===== config.mk =====
export PLATFORM = sky130hd
export DESIGN_NAME = sop_chain_accumulator
export DESIGN_NICKNAME = d
export VERILOG_FILES = /design/src/rtl/sop_chain_accumulator.sv
export SDC_FILE = /design/constraint.sdc
export NUM_CORES = 1
export LEC_CHECK = 0
export CAP_MARGIN = 20
export CORE_MARGIN = 2
export CORE_UTILIZATION = 40
export CTS_CLUSTER_DIAMETER = 50
export DETAILED_ROUTE_END_ITERATION = 8
export PLACE_DENSITY_LB_ADDON = 0.2
export SYNTH_ARGS = -nofsm -noshare
export SYNTH_HDL_FRONTEND = slang
export SYNTH_SLANG_ARGS = --single-unit

===== constraint.sdc =====
create_clock -name clk -period 4.3 [get_ports clk]
set_input_delay 1.075 -clock clk [delete_from_list [all_inputs] [get_ports clk]]
set_output_delay 1.075 -clock clk [all_outputs]
set_load 0.01 [all_outputs]

===== src/rtl/sop_chain_accumulator.sv =====
// sop_chain_accumulator
// Accumulates signed beats from an int_sop_2 chain into a wider frame sum.
// A frame closes on in_last or on its MAX_BEATS-th beat; the closed sum is
// held in a one-entry valid/ready output register with overflow and
// truncation flags.
module sop_chain_accumulator #(
  parameter int IN_W      = 37,
  parameter int ACC_W     = 48,
  parameter int MAX_BEATS = 256,
  parameter int SATURATE  = 1
) (
  input  logic                          clk,
  input  logic                          reset,
  input  logic                          in_valid,
  output logic                          in_ready,
  input  logic signed [IN_W-1:0]        in_data,
  input  logic                          in_last,
  output logic                          out_valid,
  input  logic                          out_ready,
  output logic signed [ACC_W-1:0]       out_data,
  output logic [$clog2(MAX_BEATS):0]    out_beats,
  output logic                          out_ovf,
  output logic                          out_trunc
);

  localparam int CNT_W = $clog2(MAX_BEATS) + 1;
  localparam logic [CNT_W-1:0] MAX_N = CNT_W'(MAX_BEATS);

  localparam logic [0:0] IDLE  = 1'b0;
  localparam logic [0:0] ACCUM = 1'b1;

  logic [0:0]              state_p0;
  logic signed [ACC_W-1:0] acc_p0;
  logic [CNT_W-1:0]        cnt_p0;
  logic                    ovf_sticky_p0;

  logic signed [ACC_W-1:0] x_ext;
  logic signed [ACC_W-1:0] base;
  logic signed [ACC_W:0]   sum_wide;
  logic signed [ACC_W-1:0] sum;
  logic                    ovf;
  logic [CNT_W-1:0]        n;
  logic                    close;
  logic                    accept;
  logic                    drain;

  // Reduce the one-bit-wider sum to ACC_W bits: clamp or wrap on overflow.
  function automatic logic signed [ACC_W-1:0] clamp_sum(input logic signed [ACC_W:0] s);
    logic signed [ACC_W-1:0] r;
    r = s[ACC_W-1:0];
    if ((SATURATE != 0) && (s[ACC_W] != s[ACC_W-1]))
      r = s[ACC_W] ? {1'b1, {(ACC_W-1){1'b0}}} : {1'b0, {(ACC_W-1){1'b1}}};
    return r;
  endfunction

  // Input stalls only while a finished result waits and is not being taken.
  assign in_ready = ~(out_valid & ~out_ready);
  assign accept   = in_valid & in_ready;
  assign drain    = out_valid & out_ready;

  // Beat arithmetic: sign-extend, add with one guard bit, detect frame close.
  always_comb begin
    x_ext    = {{(ACC_W-IN_W){in_data[IN_W-1]}}, in_data};
    base     = (state_p0 == ACCUM) ? acc_p0 : '0;
    sum_wide = {base[ACC_W-1], base} + {x_ext[ACC_W-1], x_ext};
    ovf      = sum_wide[ACC_W] ^ sum_wide[ACC_W-1];
    sum      = clamp_sum(sum_wide);
    n        = (state_p0 == IDLE) ? CNT_W'(1) : cnt_p0 + CNT_W'(1);
    close    = in_last | (n == MAX_N);
  end

  // Stage p0: open-frame accumulator, beat count and sticky overflow.
  always_ff @(posedge clk or posedge reset) begin
    if (reset) begin
      state_p0      <= IDLE;
      acc_p0        <= '0;
      cnt_p0        <= '0;
      ovf_sticky_p0 <= 1'b0;
    end else if (accept) begin
      if (close) begin
        state_p0      <= IDLE;
        acc_p0        <= '0;
        cnt_p0        <= '0;
        ovf_sticky_p0 <= 1'b0;
      end else begin
        state_p0      <= ACCUM;
        acc_p0        <= sum;
        cnt_p0        <= n;
        ovf_sticky_p0 <= ovf_sticky_p0 | ovf;
      end
    end
  end

  // Output register: a close loads it (replacing a result drained this edge).
  always_ff @(posedge clk or posedge reset) begin
    if (reset) begin
      out_valid <= 1'b0;
      out_data  <= '0;
      out_beats <= '0;
      out_ovf   <= 1'b0;
      out_trunc <= 1'b0;
    end else if (accept && close) begin
      out_valid <= 1'b1;
      out_data  <= sum;
      out_beats <= n;
      out_ovf   <= ovf_sticky_p0 | ovf;
      out_trunc <= ~in_last & (n == MAX_N);
    end else if (drain) begin
      out_valid <= 1'b0;
    end
  end

endmodule

# After elaboration in Yosys (flattened, before gate mapping)
# Cells that the tools add are included.
# op_classes
bitwise,10
n_addsub,2
n_eq_ne,2
mux,10
n_reduce_logical,2
# op_table
op,count
two-way mux 48 bit,4
adder 48 x 37 -> 49 bit,1
two-way mux 9 bit,2
"adder 9 x 1 -> 9 bit, second input constant",1
"equality test 9 bit, second input constant",1
AND 1 bit,4
two-way mux 1 bit,4
inverter 1 bit,3
OR 1 bit,2
nonzero test 2 bit,1
logical AND 1 bit,1
inequality test 1 bit,1
XOR 1 bit,1
# totals
elab_cells,35
inputBits,42
regBits,119
output_inout_bits,61

# Logic depth before layout (Yosys ltp)
# Gate-level depths: netlist of run 1.
# logic_depth
ltp_word,6
mapped_depth,17
depth_no_buf,13

# Worst setup path after synthesis of run 1
# No wires, ideal clock.
# synth_timing
path_kind,in2reg
startpoint,input port in_data[0]
endpoint,register out_data[41]
setup_slack_ns,0.684
t_required_ns,4.180
t_arrival_ns,3.497
n_path_buf,2
setup_ns,0.120
stages,14
path_cell_list,ha_1 -> inv_1 -> fa_1 -> nor2b_1 -> o2111ai_1 -> a21oi_1 -> o2111a_1 -> or3_4 -> a31o_4 -> or2_1 -> buf_6 -> nand3_4 -> buf_12 -> o21ai_2
# synth_via
elab_chain_cells,3
word_cells_on_any_way,4
classes_between,add/sub (1); eq/ne (1); mux (2)
# synth_lines
element,line_no,rtl
from (decl),16,"input logic signed [IN_W-1:0] in_data,"
adder 48 x 37 -> 49 bit (*),65,"sum_wide = {base[ACC_W-1], base} + {x_ext[ACC_W-1], x_ext};"
two-way mux 48 bit / inequality test 1 bit (equally long branches),"52, 51",
two-way mux 48 bit (*),51,if ((SATURATE != 0) && (s[ACC_W] != s[ACC_W-1]))
to (signal assigned),104,out_data <= sum;
to (decl),20,"output logic signed [ACC_W-1:0] out_data,"
# Every way passes the cells marked *; elsewhere a longest branch is shown, timed or not.
# A chain may end at the register's enable or synchronous reset.

# Worst setup path after layout of run 1
# layout_timing
startpoint,input port in_data[0]
endpoint,register acc_p0[44]
# layout_via
elab_chain_cells,4
word_cells_on_any_way,5
classes_between,add/sub (1); eq/ne (1); mux (3)
# layout_lines
element,line_no,rtl
adder 48 x 37 -> 49 bit (*),65,
two-way mux 48 bit / inequality test 1 bit (equally long branches),"52, 51",
two-way mux 48 bit (*),51,
two-way mux 48 bit (*),80,if (close) begin
to (signal assigned),87,acc_p0 <= sum;
to (decl),33,logic signed [ACC_W-1:0] acc_p0;
# Marks and branches as above.

==> results of run 1 <==
worst max path at each step:
stage          startpoint  cells past startpoint      endpoint  slack, ns
5_1_grt        in_data[0]                     13  out_data[44]       0.01
6_report       in_data[0]                     13    acc_p0[44]       0.22
3_3_place_gp   in_data[0]                     14  out_data[44]      -0.20
3_5_place_dp   in_data[0]                     14    acc_p0[44]      -0.24
2_1_floorplan       reset                      1     acc_p0[0]       0.07
4_1_cts        in_data[0]                     14    acc_p0[37]       0.21
power by group through the flow:
stage               sequential, W  combinational [W]  clock [W]
finish                    0.00161            0.00214    0.00138
global route              0.00165            0.00235    0.00146
CTS                       0.00161            0.00215    0.00141
detailed placement        0.00162            0.00214          0
global placement          0.00162            0.00213          0
floorplan                 0.00167            0.00111          0
cells by family (layout without fill, tap and decap cells):
family                   count (synthesis)  after routing
AO/OA/AOI/OAI                          310            310
adder cells (fa/ha/maj)                 52             52
buffers and inverters                   74            263
multiplexers                            17             17
AND/OR/NAND/NOR                        329            329
XOR/XNOR                                41             41
flip-flops                             119            119
per-layer routing:
metal | vias up | global-route usage, %
li1 | 3758 | -
met1 | 3644 | 30.7
met2 | 162 | 40.3
met3 | 20 | 4.63
met4 | 0 | 5.77
met5 | - | 0
area by class of cell:
cell class                      count  area [um^2]  area share [%]
Inverter                           13         51.3           0.476
Clock buffer                       20          467            4.33
Timing Repair Buffer              218         2000            18.6
Tap cell                          270          338            3.14
Multi-Input combinational cell    749         4830            44.9
Clock inverter                     12          101           0.941
Sequential cell                   119         2980            27.6
state kept, by name, indices dropped and copies added, names as in the netlist:
| signal | count |
|---|---|
| cnt_p0 | 9 |
| acc_p0 | 48 |
| out_valid | 1 |
| out_beats | 9 |
| out_data | 48 |
| state_p0 | 1 |
| out_trunc | 1 |
| out_ovf | 1 |
| ovf_sticky_p0 | 1 |
synthesized netlist by cell type (20+ instances only):
library cell,count,area share [%]
nand2_1,132,6.1
dfrtp_1,119,36
o21ai_0,84,5.1
a21oi_1,68,4.2
nor2_1,55,2.5
and2_1,54,4.1
ha_1,49,7.5
clkbuf_1,27,1.2
xnor2_1,23,2.5
a22o_1,22,2.4
buf_2,22,1.3
o21ai_2,20,2.1
worst max-delay path, cell delays in order:
cell	delay, ns
clkdlybuf4s50_1	0.42
ha_1	0.24
inv_1	0.08
fa_1	0.18
nor2b_1	0.07
o2111ai_1	0.24
a21oi_1	0.14
o2111a_1	0.34
o31ai_1	0.58
a211oi_2	0.19
or4_1	0.44
a41oi_1	0.27
o31ai_1	0.09
through the flow:
step | hold WS (ns) | TNS (ns)
floorplan | 0.441 | 0
global placement | 0.454 | -5.22
detailed placement | 0.463 | -10.00
CTS | 0.476 | 0
global route | 0.490 | 0
finish | 0.472 | 0
==> key figures, run 1 <==
Logic synthesis
  • Net count after synthesis: between 1000 and 1500
  • Post-Syn Area: between 8000 and 9000 um^2
  • Synth unique cells: between 70 and 80
  • Synth Area in Simple Gates: 19.6%
  • Post-synthesis cell count: around 940
  • Sequential area share after synthesis: a little over a third
  • Ys Warns: 0
  • XOR/XNOR Fraction of Synth Area: 4.39%
  • Post-synth top flop: dfrtp_1
  • Post-synth EDFFs: 0
  • Post-synthesis compound-gate area fraction: roughly a quarter
  • Mapped Avg Cell Area: 8.68 um^2
  • #FFs+latches synth: around 120
  • Ys async rst share: 100%
  • Adder-cell area share of the yosys netlist: under 10%
  • Largest family of logic cells by synthesized area: compound AO/OA/AOI/OAI gates
  • Multiplexer area fraction after synthesis: between 2 and 2.5%

Power and ir drop
  • Clk pwr share: ~27%
  • Reg power frac: between 30% and 40%
  • P_int: roughly 0.0033 W
  • Switching portion of total power: a little over a third
  • Power Dens Cells: 476 nW/um^2
  • Sw Pwr: 0.00180 W
  • Design Power: ~0.0051 W
  • Static Leak: slightly below 5 nW
  • Power share of the combinational group: 41.8%
  • Peak VDD IR: roughly 0.00032 V

Final layout
  • Most common cell after layout, fill and taps aside: nand2_1
  • Finished Layout Cells: about 1400
  • Leading cell types in the layout, fill and taps excluded: nand2_1, dfrtp_1, buf_4
  • Final instance area: about 11000 um^2
  • Final Core Density: 53.4%
  • ANT cells: 0
  • Synthesis-to-layout area growth: 31.8%
  • Fill cell count: roughly 1900
  • Fraction of layout cells with a size suffix above 1: 18.2%
  • Net total in the final layout: approximately 1200

Hold path
  • Hold crit path type: reg2reg
  • End of the worst hold path: acc_p0[26]
  • Hold Crit Start: acc_p0[26]
  • WHS Path Cells: 2

Floorplanning
  • Initial core utilization: between 40% and 50%
  • Die area: around 22000 um^2
  • Row count: 52
  • Die Y: roughly 150 um
  • I/O Pins: between 100 and 150
  • Die Wd: 147 um
  • Total core area: between 20000 and 25000 um^2

Setup path
  • Critical path type: in2reg
  • RR Endpoint: acc_p0[44]
  • Worst reg2reg path startpoint: state_p0
  • Worst setup SP type: input pin
  • Crit-path max FO: 3
  • WP data arrival: about 4.4 ns
  • WP data required: 4.58 ns
  • Register-to-register setup slack: 0.51 ns
  • Worst Setup End Kind: flop
  • R2R depth: 14

GRT
  • First-pass GRT wire length: ~40000 um
  • GR Util All Layers: about a quarter
  • Pin count of the biggest net entering global routing: 80
  • Vias in the first global route: around 7600
  • Total congestion overflow: 0
  • Initial antenna violation count: 0

Timing
  • Skew final: 0.0115 ns
  • RSZ-0062 raised after global routing: false
  • Slew Limit Fails: 0
  • Final setup margin: 0.217 ns
  • FMAX: between 200 and 250 MHz
  • Slew @ Worst Pin: approximately 0.70 ns
  • Hold Vio Cnt, Final: 0
  • Final period util: a little over nine tenths
  • # setup viols final: 0
  • Slew margin rel.: ~53%
  • Min Tclk post-route: 4.08 ns

Clock tree
  • Setup Buffers After CTS: 0
  • Clock sink count: approximately 120
  • H-Tree Depth: 4
  • Root buf cell: clkbuf_16
  • CTS Hold Bufs: 0
  • Clock tree buffer depth: 2
  • TritonCTS clock tree: done
  • CTS Buf Count: 17
  • Worst skew pair latency: between 0.4 and 0.5 ns
  • Clock slew at reported path FFs: 0.06 ns
  • # resized after CTS: 0

Placed design
  • IO Port Bufs: roughly 100
  • Post-place setup slack: -0.237 ns
  • Dpl hpwl: approximately 19000 um
  • Final GP Congestion: around 0.9
  • Dpl cell area: 10200 um^2
  • Placed cells: around 1400

Routing
  • Met2 WL: about 12000 um
  • Uppermost routed layer: met4
  • Via/cell ratio: about 5.4
  • Met1 wire length: between 10000 and 15000 um
  • DR pass1 iterations: 8
  • Drt drc: 0
  • Post-Route WL: roughly 25000 um
  • Routed vias: roughly 7600
  • Final ANT Viol Nets: 0
  • Met3 routed WL: a little under 1000 um
  • Initial DRC Count: between 500 and 600
  • Avg WL per Cell: roughly 18 um

Flow run
  • Max capacitance violation total: 0

Run status
  • Status: finished, final reports clean
Power figures use the tool's default switching activity.
==> run 2: changes to the inputs <==
--- a/config.mk
+++ b/config.mk
@@ -6,7 +6,7 @@
 export NUM_CORES = 1
 export LEC_CHECK = 0
 export CAP_MARGIN = 20
-export CORE_MARGIN = 2
+export CORE_MARGIN = 4
 export CORE_UTILIZATION = 40
 export CTS_CLUSTER_DIAMETER = 50
 export DETAILED_ROUTE_END_ITERATION = 8
==> constraint.sdc (replaced) <==
create_clock -name clk -period 3.8 [get_ports clk]
set_input_delay 0.95 -clock clk [delete_from_list [all_inputs] [get_ports clk]]
set_output_delay 0.95 -clock clk [all_outputs]
set_load 0.01 [all_outputs]
==> run 2 against run 1 <==
Against the previous run: routed wire length up 5.6%; first-iteration DRC count decreased by 40%; via count increased by 4.2%; utilization rose by 3.9 points; clock power grew 27%; sequential power rose by 13%; die area increased by 5.5%; non-clock buffer count grew 71; combinational power is 24% higher; largest cell class unchanged; highest routed layer unchanged.
==> key figures, run 2 (same netlist as run 1, synthesis figures left out) <==
Run status
  • Status: finished, final reports clean

Timing
  • Min Tclk post-route: 3.70 ns
  • Slew margin rel.: around three fifths
  • Final period util: 97.5%
  • Min Hold Slack: 0.470 ns
  • Hold Vio Cnt, Final: 0
  • # setup viols final: 0
  • FMAX: approximately 270 MHz
  • Slew @ Worst Pin: between 0.5 and 0.6 ns
  • Skew final: 0.00937 ns
  • Slew Limit Fails: 0
  • RSZ-0062 raised after global routing: false

Placed design
  • IO Port Bufs: slightly above 100
  • Dpl hpwl: approximately 19000 um
  • Final GP Congestion: 0.960

Final layout
  • Fraction of layout cells with a size suffix above 1: around 27%
  • Most common cell after layout, fill and taps aside: buf_4
  • Synthesis-to-layout area growth: 41.4%
  • Net total in the final layout: between 1000 and 1500
  • Final Core Density: ~57%
  • ANT cells: 0
  • Fill cell count: between 1500 and 2000
  • Biggest registers after layout: acc_p0: 48 flops, out_data: 48 flops
  • Leading cell types in the layout, fill and taps excluded: buf_4, nand2_1, dfrtp_1

Floorplanning
  • Die Wd: 151 um
  • I/O Pins: between 100 and 150
  • Row count: 52
  • Total core area: 20200 um^2
  • Die area: between 20000 and 25000 um^2
  • Die Y: 151 um
  • Initial core utilization: roughly two fifths

Setup path
  • Worst Setup End Kind: flop
  • Critical path type: in2reg
  • Crit-path max FO: 7
  • Register-to-register setup slack: about 0.22 ns
  • Peak per-stage delay on the critical path: between 0.4 and 0.5 ns
  • Kind of cell adding the most delay to the critical path: compound AO/OA/AOI/OAI gates
  • Critical path's slowest cell: clkdlybuf4s50_1
  • CP Cell Sequence: clkdlybuf4s50_1 > ha_1 > inv_1 > fa_2 > nor2b_2 > o2111ai_2 > a21oi_2 > o2111a_2 > or3_4 > a31o_4 > buf_4 > maj3_1 > mux2_2
  • Buffers & Inverters on Critical Path: 3
  • WP data required: slightly above 4 ns
  • Worst setup SP type: input pin
  • WP data arrival: 4.01 ns

GRT
  • GR Util All Layers: about a quarter
  • Vias in the first global route: roughly 7800
  • Pin count of the biggest net entering global routing: 60
  • Initial antenna violation count: 0
  • Total congestion overflow: 0
  • First-pass GRT wire length: 41500 um

Routing
  • DR pass1 iterations: 5
  • Final ANT Viol Nets: 0
  • Avg WL per Cell: between 15 and 20 um
  • Post-Route WL: roughly 26000 um
  • Routed vias: about 7900
  • Drt drc: 0
  • Via/cell ratio: ~5.4
  • Initial DRC Count: about 300

Power and ir drop
  • Static Leak: approximately 5.3 nW
  • Switching portion of total power: 34.7%
  • Clk pwr share: 28.1%
  • Reg power frac: between 20% and 30%
  • Power Dens Cells: between 500 and 600 nW/um^2
  • P_int: slightly above 0.004 W
  • Sw Pwr: roughly 0.0022 W
  • Power share of the combinational group: a little over two fifths
  • Peak VDD IR: 0.000413 V

Clock tree
  • Root buf cell: clkbuf_16
  • TritonCTS clock tree: done
  • Worst skew pair latency: 0.43 ns
  • Clock sink count: 119
  • CTS Buf Count: 17
  • Clock tree buffer depth: 2
  • H-Tree Depth: 4
  • Clock slew at reported path FFs: ~0.06 ns

Hold path
  • Hold crit path type: reg2reg

Flow run
  • Max capacitance violation total: 0
[run 2: cell type report]
cell class	count	area [um^2]	share of cell area, %
Timing Repair Buffer	289	2540	22.0
Tap cell	270	338	2.92
Multi-Input combinational cell	750	5030	43.5
Sequential cell	119	2980	25.8
Clock inverter	14	198	1.71
Inverter	13	52.6	0.455
Clock buffer	17	425	3.68
[run 2: worst reg2reg max path, stage by stage (launching register included)]
cell and delay, ns:
dfrtp_1 0.47, buf_12 0.21, and2_1 0.18, ha_1 0.32, buf_4 0.16, nand3_1 0.05
nand2_1 0.07, a31o_2 0.27, o2111a_2 0.32, or3_4 0.35, a31o_4 0.27, buf_4 0.16
maj3_1 0.37, mux2_2 0.27
[run 2: repair_timing]
action	4_1_cts	5_1_grt
cloned	0	1
hold endpoints to repair	0	0
resized for setup	8	50
pin swaps	0	7
setup endpoints to repair	71	96
buffers inserted	0	0
hold buffers	0	0
[run 2: through the flow]
| stage | setup WS (ns) | instance area (um^2) | std cells | power (W) | setup TNS (ns) |
|---|---|---|---|---|---|
| global route | 0.0000586 | 11600 | 1472 | 0.00660 | 0 |
| global placement | -0.671 | 10700 | 1440 | 0.00437 | -41.44 |
| detailed placement | -0.676 | 10700 | 1440 | 0.00439 | -46.34 |
| CTS | -0.00201 | 11400 | 1471 | 0.00617 | -0.00201 |
| floorplan | 0.217 | 8180 | 942 | 0.00314 | 0 |
| finish | 0.0964 | 11600 | 1472 | 0.00622 | 0 |
[run 2: power groups by stage]
stage | Combinational (W) | Sequential, W | Clock [W]
2_1_floorplan | 0.00125 | 0.00189 | 0
3_3_place_gp | 0.00254 | 0.00183 | 0
3_5_place_dp | 0.00256 | 0.00184 | 0
4_1_cts | 0.00258 | 0.00182 | 0.00177
5_1_grt | 0.00290 | 0.00186 | 0.00183
6_report | 0.00265 | 0.00182 | 0.00175
[run 2: final timing paths]
kind	start	endpoint	cells past startpoint
min in group asynchronous	reset	out_data[6]	2
max reg2reg	state_p0	out_data[8]	13
max	in_data[0]	out_data[8]	13
max in group asynchronous	reset	acc_p0[38]	3
min	acc_p0[13]	acc_p0[13]	2
min reg2reg	acc_p0[13]	acc_p0[13]	2
[run 2: layer usage]
metal	global-route usage (%)	wire (um)	up-vias
met1	31.8	11600	3769
met4	5.17	330	0
met2	39.1	12800	208
li1	-	-	3901
met5	0	0	-
met3	3.92	1300	25
==> run 3: changes to the inputs <==
--- a/config.mk
+++ b/config.mk
@@ -6,6 +6,8 @@
 export NUM_CORES = 1
 export LEC_CHECK = 0
 export CAP_MARGIN = 20
+export CELL_PAD_IN_SITES_DETAIL_PLACEMENT = 1
+export CELL_PAD_IN_SITES_GLOBAL_PLACEMENT = 1
 export CORE_MARGIN = 4
 export CORE_UTILIZATION = 40
 export CTS_CLUSTER_DIAMETER = 50
==> run 3 against run 2 <==
Against the previous run: design area up 0.48%; cell count up 0.61%; global-route usage up 3.7 points.
==> key figures, run 3 (same netlist as run 1, synthesis figures left out) <==
Clock tree
  • Root buf cell: clkbuf_16
  • H-Tree Depth: 4
  • Worst skew pair latency: approximately 0.43 ns
  • CTS Buf Count: 17
  • Clock sink count: approximately 120
  • Clock tree buffer depth: 2
  • TritonCTS clock tree: done
  • Clock slew at reported path FFs: around 0.060 ns

GRT
  • First-pass GRT wire length: slightly below 50000 um
  • Total congestion overflow: 0
  • Initial antenna violation count: 0
  • Pin count of the biggest net entering global routing: 120
  • Vias in the first global route: 9111
  • GR Util All Layers: a little over a quarter

Timing
  • Slew @ Worst Pin: around 0.66 ns
  • # setup viols final: 0
  • Min Tclk post-route: 3.74 ns
  • Slew Limit Fails: 0
  • FMAX: roughly 270 MHz
  • Hold Vio Cnt, Final: 0
  • Final setup margin: 0.0619 ns
  • Slew margin rel.: a little under three fifths
  • RSZ-0062 raised after global routing: true
  • Skew final: ~0.0083 ns
  • TNS Setup: 0 ns
  • Final period util: 98.4%

Final layout
  • Most common cell after layout, fill and taps aside: buf_4
  • Fraction of layout cells with a size suffix above 1: about 28%
  • Fill cell count: between 2000 and 2500
  • Net total in the final layout: ~1300
  • Multi-input logic area: 5080 um^2
  • Leading cell types in the layout, fill and taps excluded: buf_4, nand2_1, dfrtp_1
  • Biggest registers after layout: acc_p0: 48 flops, out_data: 48 flops
  • ANT cells: 0
  • Synthesis-to-layout area growth: 42.1%
  • Register area: a little under 3000 um^2

Setup path
  • Critical path type: in2reg
  • Worst setup SP type: input pin
  • Peak per-stage delay on the critical path: a little over 0.4 ns
  • Worst Setup End Kind: flop
  • R2R depth: 12
  • Crit-path max FO: 6
  • Most frequent cell on the critical path: a21oi_2
  • Critical path's slowest cell: clkdlybuf4s50_1
  • WP data required: 4.11 ns
  • WP data arrival: 4.05 ns
  • CP Cell Sequence: clkdlybuf4s50_1 > ha_1 > a21oi_2 > o21ai_1 > a21oi_2 > a21boi_2 > or3_4 > a31o_4 > buf_4 > maj3_1 > mux2_2

Floorplanning
  • Die Wd: ~150 um
  • I/O Pins: a little over 100
  • Die area: 22800 um^2
  • Die Y: approximately 150 um
  • Total core area: ~20000 um^2
  • Initial core utilization: roughly two fifths
  • Row count: 52

Placed design
  • Post-place setup slack: -0.707 ns
  • Final GP Congestion: 0.883
  • IO Port Bufs: a little over 100
  • Dpl hpwl: 21600 um

Routing
  • Routed vias: roughly 8300
  • Avg WL per Cell: slightly above 20 um
  • DR pass1 iterations: 4
  • Via/cell ratio: 5.63
  • Drt drc: 0
  • Initial DRC Count: 420
  • Final ANT Viol Nets: 0
  • Post-Route WL: 30700 um

Power and ir drop
  • Peak VDD IR: 0.000294 V
  • Static Leak: approximately 5.3 nW
  • Power Dens Cells: around 530 nW/um^2

Hold path
  • Hold crit path type: reg2reg
  • WHS Path Cells: 2

Flow run
  • Max capacitance violation total: 0

Run status
  • Status: finished, final reports clean
-- run 3: cell types whose count changed in the layout (fill, tap and decap cells not counted), sizes merged --
cell,change
buf,+8
bufinv,-3
clkbuf,+2
clkdlybuf4s50,-1
clkinv,+3
dlymetal6s2s,+1
or2,-1
-- run 3: routing by layer --
| layer | track usage (%) | share of wire (%) | vias up |
|---|---|---|---|
| li1 | - | - | 3900 |
| met1 | 32.3 | 42 | 4159 |
| met2 | 48.3 | 52 | 198 |
| met3 | 4.40 | 3.2 | 77 |
| met4 | 11.0 | 3.1 | 0 |
| met5 | 0 | 0 | - |
-- run 3: worst max-delay path: cells and delay by family --
family	cells	cell delay [ns]
fa+ha+maj	2	0.79
buf+inv	2	0.56
simple gates	1	0.41
mux	1	0.28
compound gates	5	1.07
-- run 3: worst paths after layout --
check | from | slack [ns] | endpoint
worst max-delay path | in_data[15] | 0.06 | out_data[9]
worst max register to register | state_p0 | 0.18 | out_data[9]
worst min register to register | out_data[38] | 0.48 | out_data[38]
max in group asynchronous | reset | 2.25 | acc_p0[31]
min in group asynchronous | reset | 1.06 | out_beats[3]
worst min-delay path | out_data[38] | 0.48 | out_data[38]
-- run 3: area by class of cell --
type                       instances  share of cell area, %
clock buffer                      18                   3.78
clock inverter                    14                   1.08
inverter                          13                  0.452
multi-input combinational        749                   43.7
sequential                       119                   25.6
tap                              270                   2.91
timing repair buffer             298                   22.4
-- run 3: timing repair --
item | CTS | global route
buffers inserted | 0 | 4
pin swaps | 0 | 12
gates resized for setup | 23 | 53
hold buffers | 0 | 0
gates cloned | 0 | 1
setup endpoints to repair | 96 | 96
-- run 3: per-stage QoR --
step	util [%]	instance area (um^2)	hold WS, ns	std cells	power (W)
2_1_floorplan	-	8180	0.441	942	0.00314
3_3_place_gp	53.3	10700	0.455	1444	0.00437
3_5_place_dp	53.3	10700	0.465	1444	0.00446
4_1_cts	56.5	11400	0.480	1476	0.00613
5_1_grt	57.6	11600	0.494	1481	0.00653
6_report	57.6	11600	0.477	1481	0.00619
-- run 3: power by group --
group	switching, W	internal, W	total (W)	leakage [nW]
logic	0.00142	0.00135	0.00278	3.47
clock network	0.000668	0.000920	0.00159	0.278
registers	0.000210	0.00161	0.00182	1.55
